<file path="config.mk">
export PLATFORM = sky130hd
export DESIGN_NAME = apb_target_port_flat
export DESIGN_NICKNAME = d
export VERILOG_FILES = /design/src/rtl/crossbar_noc_pkg.sv /design/src/rtl/apb_target_port_if.sv /design/src/rtl/rr_arbiter.sv /design/src/rtl/apb_target_port.sv /design/src/flat_wrapper.sv
export SDC_FILE = /design/constraint.sdc
export NUM_CORES = 1
export LEC_CHECK = 0
export ABC_AREA = 1
export CAP_MARGIN = 5
export CORE_AREA = 2 2 175 177
export DETAILED_ROUTE_END_ITERATION = 16
export DIE_AREA = 0 0 177 179
export PLACE_DENSITY = 0.62
export SLEW_MARGIN = 20
export SYNTH_ARGS = -nofsm -noshare
export SYNTH_HDL_FRONTEND = slang
export SYNTH_SLANG_ARGS = --single-unit
</file>
<file path="constraint.sdc">
create_clock -name pclk -period 6 [get_ports pclk]
set_clock_uncertainty 0.05 [all_clocks]
set_input_delay 0.6 -clock pclk [delete_from_list [all_inputs] [get_ports pclk]]
set_output_delay 0.6 -clock pclk [all_outputs]
set_load 0.02 [all_outputs]
</file>
<file path="src/rtl/crossbar_noc_pkg.sv">
// Shared definitions for the APB crossbar NoC: bus geometry, target-port
// state encoding and initiator identifiers.
package crossbar_noc_pkg;

  localparam int NUM_INIT = 3;
  localparam int ADDR_W   = 60;  // {28-bit high, 32-bit low}
  localparam int DATA_W   = 32;

  typedef enum logic [1:0] {
    IDLE   = 2'b00,
    SETUP  = 2'b01,
    ACCESS = 2'b10,
    DONE   = 2'b11
  } port_state_e;

  localparam logic [1:0] INIT_ID_0 = 2'b00;
  localparam logic [1:0] INIT_ID_1 = 2'b01;
  localparam logic [1:0] INIT_ID_2 = 2'b10;

endpackage

</file>
<file path="src/rtl/apb_target_port_if.sv">
// Bundle of the initiator-side request/response lines and the APB lines of
// one target port. The "master" view is the target port itself (it masters
// the APB slave); the "slave" view is the fabric plus the attached component.
interface apb_target_port_if;
  import crossbar_noc_pkg::*;

  // Request side, one lane per initiator
  logic [NUM_INIT-1:0]             req_valid;
  logic [NUM_INIT-1:0]             req_write;
  logic [NUM_INIT-1:0][ADDR_W-1:0] req_addr;
  logic [NUM_INIT-1:0][DATA_W-1:0] req_wdata;

  // Completion side, shared by all initiators, qualified by done
  logic [NUM_INIT-1:0]             done;
  logic [DATA_W-1:0]               rsp_rdata;
  logic                            rsp_err;

  // APB3 towards the component
  logic                            psel;
  logic                            penable;
  logic                            pwrite;
  logic [ADDR_W-1:0]               paddr;
  logic [DATA_W-1:0]               pwdata;
  logic [DATA_W-1:0]               prdata;
  logic                            pready;
  logic                            pslverr;

  modport master (
    input  req_valid, req_write, req_addr, req_wdata,
    input  prdata, pready, pslverr,
    output done, rsp_rdata, rsp_err,
    output psel, penable, pwrite, paddr, pwdata
  );

  modport slave (
    output req_valid, req_write, req_addr, req_wdata,
    output prdata, pready, pslverr,
    input  done, rsp_rdata, rsp_err,
    input  psel, penable, pwrite, paddr, pwdata
  );

endinterface

</file>
<file path="src/rtl/rr_arbiter.sv">
// Combinational round-robin arbiter: grants the first asserted request at or
// after the priority pointer, wrapping around. Shared by all target ports.
module rr_arbiter #(
  parameter int NUM_INIT = 3,
  parameter int PTR_W    = 2
) (
  input  logic [NUM_INIT-1:0] req,
  input  logic [PTR_W-1:0]    ptr,
  output logic [NUM_INIT-1:0] grant,
  output logic                valid
);
  import crossbar_noc_pkg::*;

  int   dist_s;
  int   best_dist_s;
  int   best_idx_s;
  logic hit_s;

  // Pick the requester with the smallest rotated distance from the pointer
  always_comb begin
    dist_s      = 0;
    hit_s       = 1'b0;
    best_dist_s = NUM_INIT;
    best_idx_s  = 0;
    valid       = |req;
    grant       = {NUM_INIT{1'b0}};
    for (int j = 0; j < NUM_INIT; j++) begin
      dist_s      = (j + NUM_INIT - int'(ptr)) % NUM_INIT;
      hit_s       = req[j] && (dist_s < best_dist_s);
      best_dist_s = hit_s ? dist_s : best_dist_s;
      best_idx_s  = hit_s ? j : best_idx_s;
    end
    for (int j = 0; j < NUM_INIT; j++) begin
      grant[j] = valid && (best_idx_s == j);
    end
  end

endmodule

</file>
<file path="src/rtl/apb_target_port.sv">
// Target-side port of the APB crossbar NoC: arbitrates the initiator
// requests round-robin and runs each winner as one APB3 SETUP/ACCESS
// transfer, returning read data and error status as a one-cycle done pulse.
module apb_target_port #(
  parameter int NUM_INIT = crossbar_noc_pkg::NUM_INIT,
  parameter int ADDR_W   = crossbar_noc_pkg::ADDR_W,
  parameter int DATA_W   = crossbar_noc_pkg::DATA_W,
  parameter int TIMEOUT  = 16
) (
  input  logic             pclk,
  input  logic             preset_n,
  apb_target_port_if.master bus
);
  import crossbar_noc_pkg::*;

  localparam int PTR_W = (NUM_INIT > 1) ? $clog2(NUM_INIT) : 1;
  localparam int CNT_W = $clog2(TIMEOUT + 1);
  localparam logic [NUM_INIT-1:0] ONE_HOT_0 = {{(NUM_INIT-1){1'b0}}, 1'b1};
  localparam logic [PTR_W-1:0]    LAST_IDX  = PTR_W'(NUM_INIT - 1);

  port_state_e         state_r;
  logic [PTR_W-1:0]    ptr_r;
  logic [PTR_W-1:0]    winner_r;
  logic [CNT_W-1:0]    wait_cnt_r;

  logic [NUM_INIT-1:0] done_r;
  logic [DATA_W-1:0]   rsp_rdata_r;
  logic                rsp_err_r;
  logic                psel_r;
  logic                penable_r;
  logic                pwrite_r;
  logic [ADDR_W-1:0]   paddr_r;
  logic [DATA_W-1:0]   pwdata_r;

  logic [NUM_INIT-1:0] grant_s;
  logic                grant_valid_s;
  logic [PTR_W-1:0]    grant_idx_s;
  logic                access_end_s;

  rr_arbiter #(
    .NUM_INIT (NUM_INIT),
    .PTR_W    (PTR_W)
  ) u_arb (
    .req   (bus.req_valid),
    .ptr   (ptr_r),
    .grant (grant_s),
    .valid (grant_valid_s)
  );

  // Encode the one-hot grant into the winner index
  always_comb begin
    grant_idx_s = {PTR_W{1'b0}};
    for (int j = 0; j < NUM_INIT; j++) begin
      grant_idx_s = grant_s[j] ? PTR_W'(j) : grant_idx_s;
    end
  end

  // ACCESS ends on pready or on the last allowed wait cycle
  always_comb begin
    access_end_s = bus.pready || (wait_cnt_r == CNT_W'(TIMEOUT - 1));
  end

  // Transfer FSM with all outputs registered; the payload lives in the APB
  // output registers, which are zero outside SETUP/ACCESS
  always_ff @(posedge pclk or negedge preset_n) begin
    if (!preset_n) begin
      state_r     <= IDLE;
      ptr_r       <= {PTR_W{1'b0}};
      winner_r    <= {PTR_W{1'b0}};
      wait_cnt_r  <= {CNT_W{1'b0}};
      done_r      <= {NUM_INIT{1'b0}};
      rsp_rdata_r <= {DATA_W{1'b0}};
      rsp_err_r   <= 1'b0;
      psel_r      <= 1'b0;
      penable_r   <= 1'b0;
      pwrite_r    <= 1'b0;
      paddr_r     <= {ADDR_W{1'b0}};
      pwdata_r    <= {DATA_W{1'b0}};
    end else begin
      case (state_r)
        IDLE: begin
          done_r     <= {NUM_INIT{1'b0}};
          wait_cnt_r <= {CNT_W{1'b0}};
          if (grant_valid_s) begin
            winner_r <= grant_idx_s;
            psel_r   <= 1'b1;
            penable_r <= 1'b0;
            pwrite_r <= bus.req_write[grant_idx_s];
            paddr_r  <= bus.req_addr[grant_idx_s];
            pwdata_r <= bus.req_wdata[grant_idx_s];
            state_r  <= SETUP;
          end else begin
            state_r  <= IDLE;
          end
        end
        SETUP: begin
          penable_r  <= 1'b1;
          wait_cnt_r <= {CNT_W{1'b0}};
          state_r    <= ACCESS;
        end
        ACCESS: begin
          if (access_end_s) begin
            psel_r     <= 1'b0;
            penable_r  <= 1'b0;
            pwrite_r   <= 1'b0;
            paddr_r    <= {ADDR_W{1'b0}};
            pwdata_r   <= {DATA_W{1'b0}};
            wait_cnt_r <= {CNT_W{1'b0}};
            done_r     <= ONE_HOT_0 << winner_r;
            state_r    <= DONE;
            if (bus.pready) begin
              rsp_rdata_r <= pwrite_r ? {DATA_W{1'b0}} : bus.prdata;
              rsp_err_r   <= bus.pslverr;
            end else begin
              rsp_rdata_r <= {DATA_W{1'b0}};
              rsp_err_r   <= 1'b1;
            end
          end else begin
            wait_cnt_r <= wait_cnt_r + CNT_W'(1);
          end
        end
        DONE: begin
          done_r      <= {NUM_INIT{1'b0}};
          rsp_rdata_r <= {DATA_W{1'b0}};
          rsp_err_r   <= 1'b0;
          ptr_r       <= (winner_r == LAST_IDX) ? {PTR_W{1'b0}} : winner_r + PTR_W'(1);
          state_r     <= IDLE;
        end
        default: begin
          state_r     <= IDLE;
          wait_cnt_r  <= {CNT_W{1'b0}};
          done_r      <= {NUM_INIT{1'b0}};
          rsp_rdata_r <= {DATA_W{1'b0}};
          rsp_err_r   <= 1'b0;
          psel_r      <= 1'b0;
          penable_r   <= 1'b0;
          pwrite_r    <= 1'b0;
          paddr_r     <= {ADDR_W{1'b0}};
          pwdata_r    <= {DATA_W{1'b0}};
        end
      endcase
    end
  end

  assign bus.done      = done_r;
  assign bus.rsp_rdata = rsp_rdata_r;
  assign bus.rsp_err   = rsp_err_r;
  assign bus.psel      = psel_r;
  assign bus.penable   = penable_r;
  assign bus.pwrite    = pwrite_r;
  assign bus.paddr     = paddr_r;
  assign bus.pwdata    = pwdata_r;

endmodule

</file>
<file path="src/flat_wrapper.sv">
// flat-port wrapper written by rule: the top's interface ports become plain ports
module apb_target_port_flat import crossbar_noc_pkg::*;
#(
  parameter int NUM_INIT = crossbar_noc_pkg::NUM_INIT,
  parameter int ADDR_W   = crossbar_noc_pkg::ADDR_W,
  parameter int DATA_W   = crossbar_noc_pkg::DATA_W,
  parameter int TIMEOUT  = 16
)
  (pclk, preset_n, bus_req_valid, bus_req_write, bus_req_addr, bus_req_wdata, bus_prdata, bus_pready, bus_pslverr, bus_done, bus_rsp_rdata, bus_rsp_err, bus_psel, bus_penable, bus_pwrite, bus_paddr, bus_pwdata);
  apb_target_port_if bus_i ();
  input  logic pclk;
  input  logic preset_n;
  input wire logic [$bits(bus_i.req_valid)-1:0] bus_req_valid;
  input wire logic [$bits(bus_i.req_write)-1:0] bus_req_write;
  input wire logic [$bits(bus_i.req_addr)-1:0] bus_req_addr;
  input wire logic [$bits(bus_i.req_wdata)-1:0] bus_req_wdata;
  input wire logic [$bits(bus_i.prdata)-1:0] bus_prdata;
  input wire logic [$bits(bus_i.pready)-1:0] bus_pready;
  input wire logic [$bits(bus_i.pslverr)-1:0] bus_pslverr;
  output wire logic [$bits(bus_i.done)-1:0] bus_done;
  output wire logic [$bits(bus_i.rsp_rdata)-1:0] bus_rsp_rdata;
  output wire logic [$bits(bus_i.rsp_err)-1:0] bus_rsp_err;
  output wire logic [$bits(bus_i.psel)-1:0] bus_psel;
  output wire logic [$bits(bus_i.penable)-1:0] bus_penable;
  output wire logic [$bits(bus_i.pwrite)-1:0] bus_pwrite;
  output wire logic [$bits(bus_i.paddr)-1:0] bus_paddr;
  output wire logic [$bits(bus_i.pwdata)-1:0] bus_pwdata;
  assign bus_i.req_valid = bus_req_valid;
  assign bus_i.req_write = bus_req_write;
  assign bus_i.req_addr = bus_req_addr;
  assign bus_i.req_wdata = bus_req_wdata;
  assign bus_i.prdata = bus_prdata;
  assign bus_i.pready = bus_pready;
  assign bus_i.pslverr = bus_pslverr;
  assign bus_done = bus_i.done;
  assign bus_rsp_rdata = bus_i.rsp_rdata;
  assign bus_rsp_err = bus_i.rsp_err;
  assign bus_psel = bus_i.psel;
  assign bus_penable = bus_i.penable;
  assign bus_pwrite = bus_i.pwrite;
  assign bus_paddr = bus_i.paddr;
  assign bus_pwdata = bus_i.pwdata;
  apb_target_port #(.NUM_INIT(NUM_INIT), .ADDR_W(ADDR_W), .DATA_W(DATA_W), .TIMEOUT(TIMEOUT)) u_core (.pclk(pclk), .preset_n(preset_n), .bus(bus_i));
endmodule
</file>
# After elaboration in Yosys (flattened, before gate mapping)
# Cells that the tools add are included.
dict set report word_totals {
  n_memories 0
  mem_bits_rw 0
  input_bits 318
  mem_bits_ro 0
  word_cells 94
  register_bits 142
  output_inout_bits 131
  latchBits 0
}
dict set report classes {
  n_bitwise 0
  shift 1
  add_sub_neg 5
  n_mul 0
  reduce_logical 20
  eq_ne 9
  n_lt_le_gt_ge 4
  n_div 3
  n_mux 40
}
# operator count
set op_table {}
lappend op_table {{32-bit two-way mux} 8}
lappend op_table {{60-bit two-way mux} 3}
lappend op_table {{32-bit one-hot mux with 2 select lines} 2}
lappend op_table {{60-bit binary-select mux with 2-bit select} 1}
lappend op_table {{60-bit one-hot mux with 2 select lines} 1}
lappend op_table {{32-bit by 3-bit modulo with 32-bit output, second input constant} 3}
lappend op_table {{32-bit binary-select mux with 2-bit select} 1}
lappend op_table {{32-bit less-than comparator} 2}
lappend op_table {{32-bit by 3-bit less-than comparator with 1-bit output, second input constant} 1}
lappend op_table {{1-bit two-way mux} 10}
lappend op_table {{5-bit one-hot mux with 2 select lines} 1}
lappend op_table {{2-bit == test, second input constant} 4}
lappend op_table {{2-bit two-way mux} 4}
lappend op_table {{2-bit one-hot mux with 4 select lines} 1}
lappend op_table {{2-bit nonzero test} 4}
lappend op_table {{3-bit by 2-bit subtractor with 4-bit output, first input constant} 2}
lappend op_table {{1-bit one-hot mux with 2 select lines} 3}
lappend op_table {{3-bit one-hot mux with 2 select lines} 1}
lappend op_table {{2-bit AND reduction} 3}
lappend op_table {{3-bit AND reduction} 2}
lappend op_table {{5-bit by 1-bit adder with 5-bit output, second input constant} 1}
lappend op_table {{5-bit by 4-bit == test with 1-bit output, second input constant} 1}
lappend op_table {{1-bit logical AND} 5}
lappend op_table {{5-bit two-way mux} 1}
lappend op_table {{14 further kinds} 17}

# Logic depth before layout (Yosys ltp)
dict set report depth {
  word_depth 19
  ltp_mapped 30
  mapped_depth_nobuf 27
}

# Cells and area by module
# From an unflattened synthesis, not the netlist that was laid out.
dict set report unflattened {
  cells_unflattened 1315
  area_unflattened_um2 8550.7
}
# mod seq_area_each_um2 instances cells_each area_each_um2
set modules_own_cells {}
lappend modules_own_cells {apb_target_port 3553.4 1 1205 7858.8}
lappend modules_own_cells {rr_arbiter 0.0 1 110 691.9}

# Worst setup path before layout
# Ideal clock, no wire load.
dict set report synth_timing {
  kind {reg2reg}
  from {register u_core.ptr_r[1]}
  to {register u_core.paddr_r[35] (netlist: u_core.bus.paddr[35])}
  t_arrival_ns 4.201
  synth_period_minus_slack_ns 4.369
  required_ns 5.832
  path_stages_with_launch 25
  setup_slack_ns 1.631
  cell_sequence {dfrtp_1 -> inv_1 -> ha_1 -> inv_1 -> nand3_2 -> ha_1 -> o21ai_2 -> nand3_2 -> nand2_2 -> nand2_2 -> buf_2 -> buf_1 -> or2_2 -> ha_1 -> a211o_1 -> a2111oi_0 -> nand2_1 -> nand2_1 -> nand2_1 -> nand2_1 -> buf_4 -> buf_2 -> nand4_1 -> nand3_1 -> nand2_1}
}
dict set report synth_via {
  elab_chain_cells 19
}
# item line_no
set synth_lines {}
lappend synth_lines {{from (decl)} apb_target_port.sv:22} ;# logic [PTR_W-1:0] ptr_r;
lappend synth_lines {{from (signal assigned)} apb_target_port.sv:68} ;# ptr_r <= {PTR_W{1'b0}};
lappend synth_lines {{from (signal assigned)} apb_target_port.sv:126} ;# ptr_r <= (winner_r == LAST_IDX) ? {PTR_W{1'b0}} : winner_r + PTR_W'(1);
lappend synth_lines {{2-bit by 2-bit subtractor with 3-bit output} rr_arbiter.sv:28} ;# dist_s = (j + NUM_INIT - int'(ptr)) % NUM_INIT;
lappend synth_lines {{32-bit by 3-bit modulo with 32-bit output} rr_arbiter.sv:28}
lappend synth_lines {{32-bit by 3-bit less-than comparator with 1-bit output} rr_arbiter.sv:29} ;# hit_s = req[j] && (dist_s < best_dist_s);
lappend synth_lines {{1-bit logical AND} rr_arbiter.sv:29}
lappend synth_lines {{32-bit two-way mux} rr_arbiter.sv:30} ;# best_dist_s = hit_s ? dist_s : best_dist_s;
lappend synth_lines {{32-bit less-than comparator} rr_arbiter.sv:29}
lappend synth_lines {{1-bit logical AND} rr_arbiter.sv:29}
lappend synth_lines {{32-bit two-way mux} rr_arbiter.sv:30}
lappend synth_lines {{(+3 left out)} -}
lappend synth_lines {{2-bit by 1-bit == test with 1-bit output} rr_arbiter.sv:34} ;# grant[j] = valid && (best_idx_s == j);
lappend synth_lines {{1-bit logical AND} rr_arbiter.sv:34}
lappend synth_lines {{1-bit two-way mux} apb_target_port.sv:54} ;# grant_idx_s = grant_s[j] ? PTR_W'(j) : grant_idx_s;
lappend synth_lines {{2-bit two-way mux (*)} apb_target_port.sv:54}
lappend synth_lines {{60-bit binary-select mux with 2-bit select (*)} apb_target_port.sv:89} ;# paddr_r <= bus.req_addr[grant_idx_s];
lappend synth_lines {{60-bit two-way mux (implied by the code) (*)} apb_target_port.sv:89}
lappend synth_lines {{60-bit two-way mux (*)} apb_target_port.sv:84} ;# if (grant_valid_s) begin
lappend synth_lines {{60-bit one-hot mux with 2 select lines (*)} apb_target_port.sv:80} ;# case (state_r)
lappend synth_lines {{to (signal assigned)} apb_target_port.sv:77} ;# paddr_r <= {ADDR_W{1'b0}};
lappend synth_lines {{to (signal assigned)} apb_target_port.sv:89}
lappend synth_lines {{to (signal assigned)} apb_target_port.sv:106} ;# paddr_r <= {ADDR_W{1'b0}};
lappend synth_lines {{to (decl)} apb_target_port.sv:32} ;# logic [ADDR_W-1:0] paddr_r;
# Mark *: on every way between the ends. The rest lies on a longest branch, timed or not. The select of a mux whose other input is x is not followed.
# A chain may end at the register's enable or synchronous reset.

# Worst setup path in the final report
dict set report layout_timing {
  from {register u_core.ptr_r[1]}
  to {register u_core.pwdata_r[13] (netlist: u_core.bus.pwdata[13])}
}
dict set report layout_via {
  elab_chain_cells 19
}
# item line_no
set layout_lines {}
lappend layout_lines {{2-bit by 2-bit subtractor with 3-bit output} rr_arbiter.sv:28}
lappend layout_lines {{32-bit by 3-bit modulo with 32-bit output} rr_arbiter.sv:28}
lappend layout_lines {{32-bit by 3-bit less-than comparator with 1-bit output} rr_arbiter.sv:29}
lappend layout_lines {{1-bit logical AND} rr_arbiter.sv:29}
lappend layout_lines {{32-bit two-way mux} rr_arbiter.sv:30}
lappend layout_lines {{32-bit less-than comparator} rr_arbiter.sv:29}
lappend layout_lines {{1-bit logical AND} rr_arbiter.sv:29}
lappend layout_lines {{32-bit two-way mux} rr_arbiter.sv:30}
lappend layout_lines {{(+3 left out)} -}
lappend layout_lines {{2-bit by 1-bit == test with 1-bit output} rr_arbiter.sv:34}
lappend layout_lines {{1-bit logical AND} rr_arbiter.sv:34}
lappend layout_lines {{1-bit two-way mux} apb_target_port.sv:54}
lappend layout_lines {{2-bit two-way mux (*)} apb_target_port.sv:54}
lappend layout_lines {{32-bit binary-select mux with 2-bit select (*)} apb_target_port.sv:90} ;# pwdata_r <= bus.req_wdata[grant_idx_s];
lappend layout_lines {{32-bit two-way mux (implied by the code) (*)} apb_target_port.sv:90}
lappend layout_lines {{32-bit two-way mux (*)} apb_target_port.sv:84}
lappend layout_lines {{32-bit one-hot mux with 2 select lines (*)} apb_target_port.sv:80}
lappend layout_lines {{to (signal assigned)} apb_target_port.sv:78} ;# pwdata_r <= {DATA_W{1'b0}};
lappend layout_lines {{to (signal assigned)} apb_target_port.sv:90}
lappend layout_lines {{to (signal assigned)} apb_target_port.sv:107} ;# pwdata_r <= {DATA_W{1'b0}};
lappend layout_lines {{to (decl)} apb_target_port.sv:33} ;# logic [DATA_W-1:0] pwdata_r;
# Marked as above.

==> flow_metrics.py <==
metrics = {
    "setup_path": {
        "cpMostUsedCell": "sky130_fd_sc_hd__nand2_1",
        "delay_of_the_slowest_cell_on_the_worst_path_ns": 0.78,
        "end_kind": "flip-flop",
        "worst_path_dominant_cell_family": "simple AND/OR/NAND/NOR gates",
        "crit_buf_inv": 4,
        "worst-endpoint-arrival_ns": 5.42,
        "reg2reg_depth": 24,
        "crit_cells": 24,
        "timing.critical_path.slowest_stage_cell": "sky130_fd_sc_hd__buf_4",
        "critPathRequiredTime_ns": 6.24,
        "crit_path_cell_trace": "inv_1, ha_1, inv_1, nand3_2, ha_1, o21ai_2, nand3_2, nand2_2, nand2_4, inv_1, nand2_1, ha_1, a31o_2, a21oi_1, o21ai_0, a2111oi_0, nand2_1, nand2_1, nand2_1, nand2_4, buf_4, nand4_1, nand3_1, nand2_1",
        "crit_type": "reg2reg",
        "worst_setup_path_start_kind": "flip-flop",
        "critPathMaxFanout": 93,
    },
    "pwr": {
        "pwrdens_nw_per_um2": 612,
        "ir_worst_vdd_v": 0.000436,
        "p_leak_nw": 7.21,
        "finalPower_mw": 8.77,
    },
    "detailed_routing": {
        "routed-wl-met3_um": 3060,
        "detail_route.first_pass.iterations": 4,
        "detailed_route_wirelength_on_metal2_um": 17000,
        "viasPerCell": 4.74,
        "antenna_left": 0,
        "m1WireLength_um": 14000,
        "wirelength_um": 34800,
        "wire_length_per_cell_after_detailed_routing_um": 17.1,
        "drt-initial-drc-count": 554,
        "route.top_layer_used": "met4",
        "route.vias.total": 9661,
        "detail_route.drc_violations": 0,
    },
    "sta": {
        "min_period_ns": 5.18,
        "grt_setup_unrepaired": "false",
        "tightest_slew_ns": 1.14,
        "hold_viol_final": 0,
        "finalMaxSlewViolations": 0,
        "fin_setup_tns_ns": 0,
        "setup_violations": 0,
        "fin_crit_sh_pct": 86.3,
        "finalHoldWorstSlack_ns": 0.191,
        "fmaxAchievable_mhz": 193,
        "max-slew-margin-rel_pct": 24.1,
    },
    "floorplan": {
        "placeableCoreArea_um2": 30000,
        "starting_density_of_the_core_pct": 29.8,
        "die-height_um": 179,
        "ioPinCount": 449,
        "rows": 64,
        "die_width_um": 177,
        "design.die.area_um2": 31700,
    },
    "clocking": {
        "insertion_delay_ns": 0.41,
        "numCtsBuffers": 17,
        "cts-hold-fix-buffers": 0,
        "tritoncts_clock_tree": "yes",
        "clkSlewWorstSetupHoldPaths_ns": 0.06,
        "postCtsSetupBuffers": 0,
        "h-tree-depth": 4,
        "cts_repair_resize_count": 0,
        "cts_num_sinks": 142,
        "largest_buffer_count_on_any_clock_path": 2,
        "cts.root.buffer_cell": "sky130_fd_sc_hd__clkbuf_16",
    },
    "logic_synthesis": {
        "synth.largest_area_cell": "sky130_fd_sc_hd__dfrtp_1",
        "synth_seq_area_share_pct": 39.7,
        "syn-num-nets": 1576,
        "synth-warning-count": 0,
        "distinct_cell_type_count_after_synthesis": 33,
        "synth.top_cells.by_area": "sky130_fd_sc_hd__dfrtp_1 (40%), sky130_fd_sc_hd__nand2_1 (17%), sky130_fd_sc_hd__inv_1 (7.8%)",
        "ys_ff_latch": 142,
        "yosysTopAreaCellShare_pct": 39.7,
        "mean_syn_cell_area_um2": 7.27,
        "postSynth.asyncResetShare_pct": 100,
        "dominantRegCellSynth": "sky130_fd_sc_hd__dfrtp_1",
        "mappedNetlistArea_um2": 8950,
        "synth-edff-count": 0,
        "synth_cells": 1231,
    },
    "cells_and_area": {
        "final_nets": 1971,
        "fillers": 3002,
        "syn_to_final_growth_pct": 60.2,
        "multiInputGateArea_um2": 4340,
        "final_cell_area_um2": 14300,
        "register_area_um2": 3550,
        "drive_above_1_share_pct": 3.84,
        "share_of_the_core_filled_with_cells_pct": 47.7,
    },
    "global_route": {
        "grt_start_max_net_pins": 96,
        "grt_pass1_wl_um": 53200,
        "total_overflow_reported_by_the_global_router": 0,
        "grt.total_usage_pct": 21.5,
        "antenna_found_initial": 5,
        "first_global_vias": 9516,
    },
    "placed_design": {
        "placed_area_um2": 13700,
        "detailedPlacementHpwl_um": 24500,
        "io_buffer_count": 448,
        "gp_congestion": 0.837,
    },
    "job": {
        "max_cap_viol_count": 0,
    },
    "status": {
        "outcome": "finished clean",
    },
    "worst_hold_path": {
        "worstHoldPathType": "in2async",
    },
}
cell families after synthesis:
family          share of synthesized area (%)
fa+ha+maj                                3.78
mux                                      7.62
buf+inv                                  12.3
simple gates                             32.4
flops                                    39.7
compound gates                           4.07
xor+xnor                               0.0979
registers in the layout, indices dropped and copies added (netlist names), 2 cells and up:
name and count:
u_core.wait_cnt_r 5, u_core.winner_r 2, u_core.bus.done 3, u_core.bus.paddr 60
u_core.state_r 2, u_core.ptr_r 2, u_core.bus.rsp_rdata 32, u_core.bus.pwdata 32
routing by layer:
layer  GRT usage (%)  up-vias
met5               0        -
met4            6.99        0
met3            6.96       44
met2            36.9      377
met1            25.4     4491
li1                -     4749
final cells by class:
cell class | count | share of cell area [%]
Inverter | 188 | 4.93
Tap cell | 396 | 3.46
Sequential cell | 142 | 24.8
Multi-Input combinational cell | 816 | 30.3
Clock inverter | 13 | 1.25
Timing Repair Buffer | 461 | 32.1
Antenna cell | 5 | 0.0873
Clock buffer | 19 | 3.09
cells in the mapped netlist, drive strengths merged, types with 2 or more instances:
library cell  instances
o211ai                2
a21oi                11
clkbuf               57
nand3               140
o22ai                 2
nand2               400
nand4                93
dfrtp               142
o21ai                47
buf                  28
mux2i                67
or2                   2
ha                   27
inv                 188
nor2                 16
power breakdown:
part	internal, mW	leakage, nW	switching (mW)	total (mW)
Combinational	2.15	5.09	3.82	5.97
Sequential	1.42	1.81	0.252	1.67
Clock	0.677	0.301	0.459	1.14
Total	4.24	7.21	4.53	8.77
through the flow:
step,worst slack [ns],std cells
2_1_floorplan,1.63,1231
3_3_place_gp,0.895,2002
3_5_place_dp,0.780,2002
4_1_cts,0.843,2034
5_1_grt,0.394,2039
6_report,0.824,2040
path summary, 6_finish.rpt:
check | start | to | slack [ns]
worst max-delay path | u_core.ptr_r[1]$_DFFE_PN0P_ | u_core.bus.pwdata[13]$_DFFE_PN0P_ | 0.82
max in group asynchronous | preset_n | u_core.bus.paddr[26]$_DFFE_PN0P_ | 4.43
worst min register to register | u_core.bus.paddr[15]$_DFFE_PN0P_ | u_core.bus.paddr[15]$_DFFE_PN0P_ | 0.43
worst min-delay path | preset_n | u_core.bus.rsp_rdata[9]$_DFFE_PN0P_ | 0.19
worst max register to register | u_core.ptr_r[1]$_DFFE_PN0P_ | u_core.bus.pwdata[13]$_DFFE_PN0P_ | 0.82
min in group pclk | u_core.bus.paddr[15]$_DFFE_PN0P_ | u_core.bus.paddr[15]$_DFFE_PN0P_ | 0.43
cells in the final DEF (no fill, tap or decap), drive strengths merged:
master         instances
a211o                  1
a2111oi                1
mux2                   1
inv                  191
a21oi                 11
nand3                140
o31ai                  1
nand4                 93
o22ai                  2
nor2                  16
nor3b                  1
dfrtp                142
mux2i                 67
or2                    2
clkinv                 6
clkbuf                19
clkdlybuf4s50        446
ha                    27
clkinvlp               1
nor3                   1
a31o                   1
bufinv                 3
xor2                   1
o32ai                  1
nand2                400
o21ai                 47
buf                   15
o211ai                 2
diode                  5
Note: power is estimated with default switching activity, not from simulation.
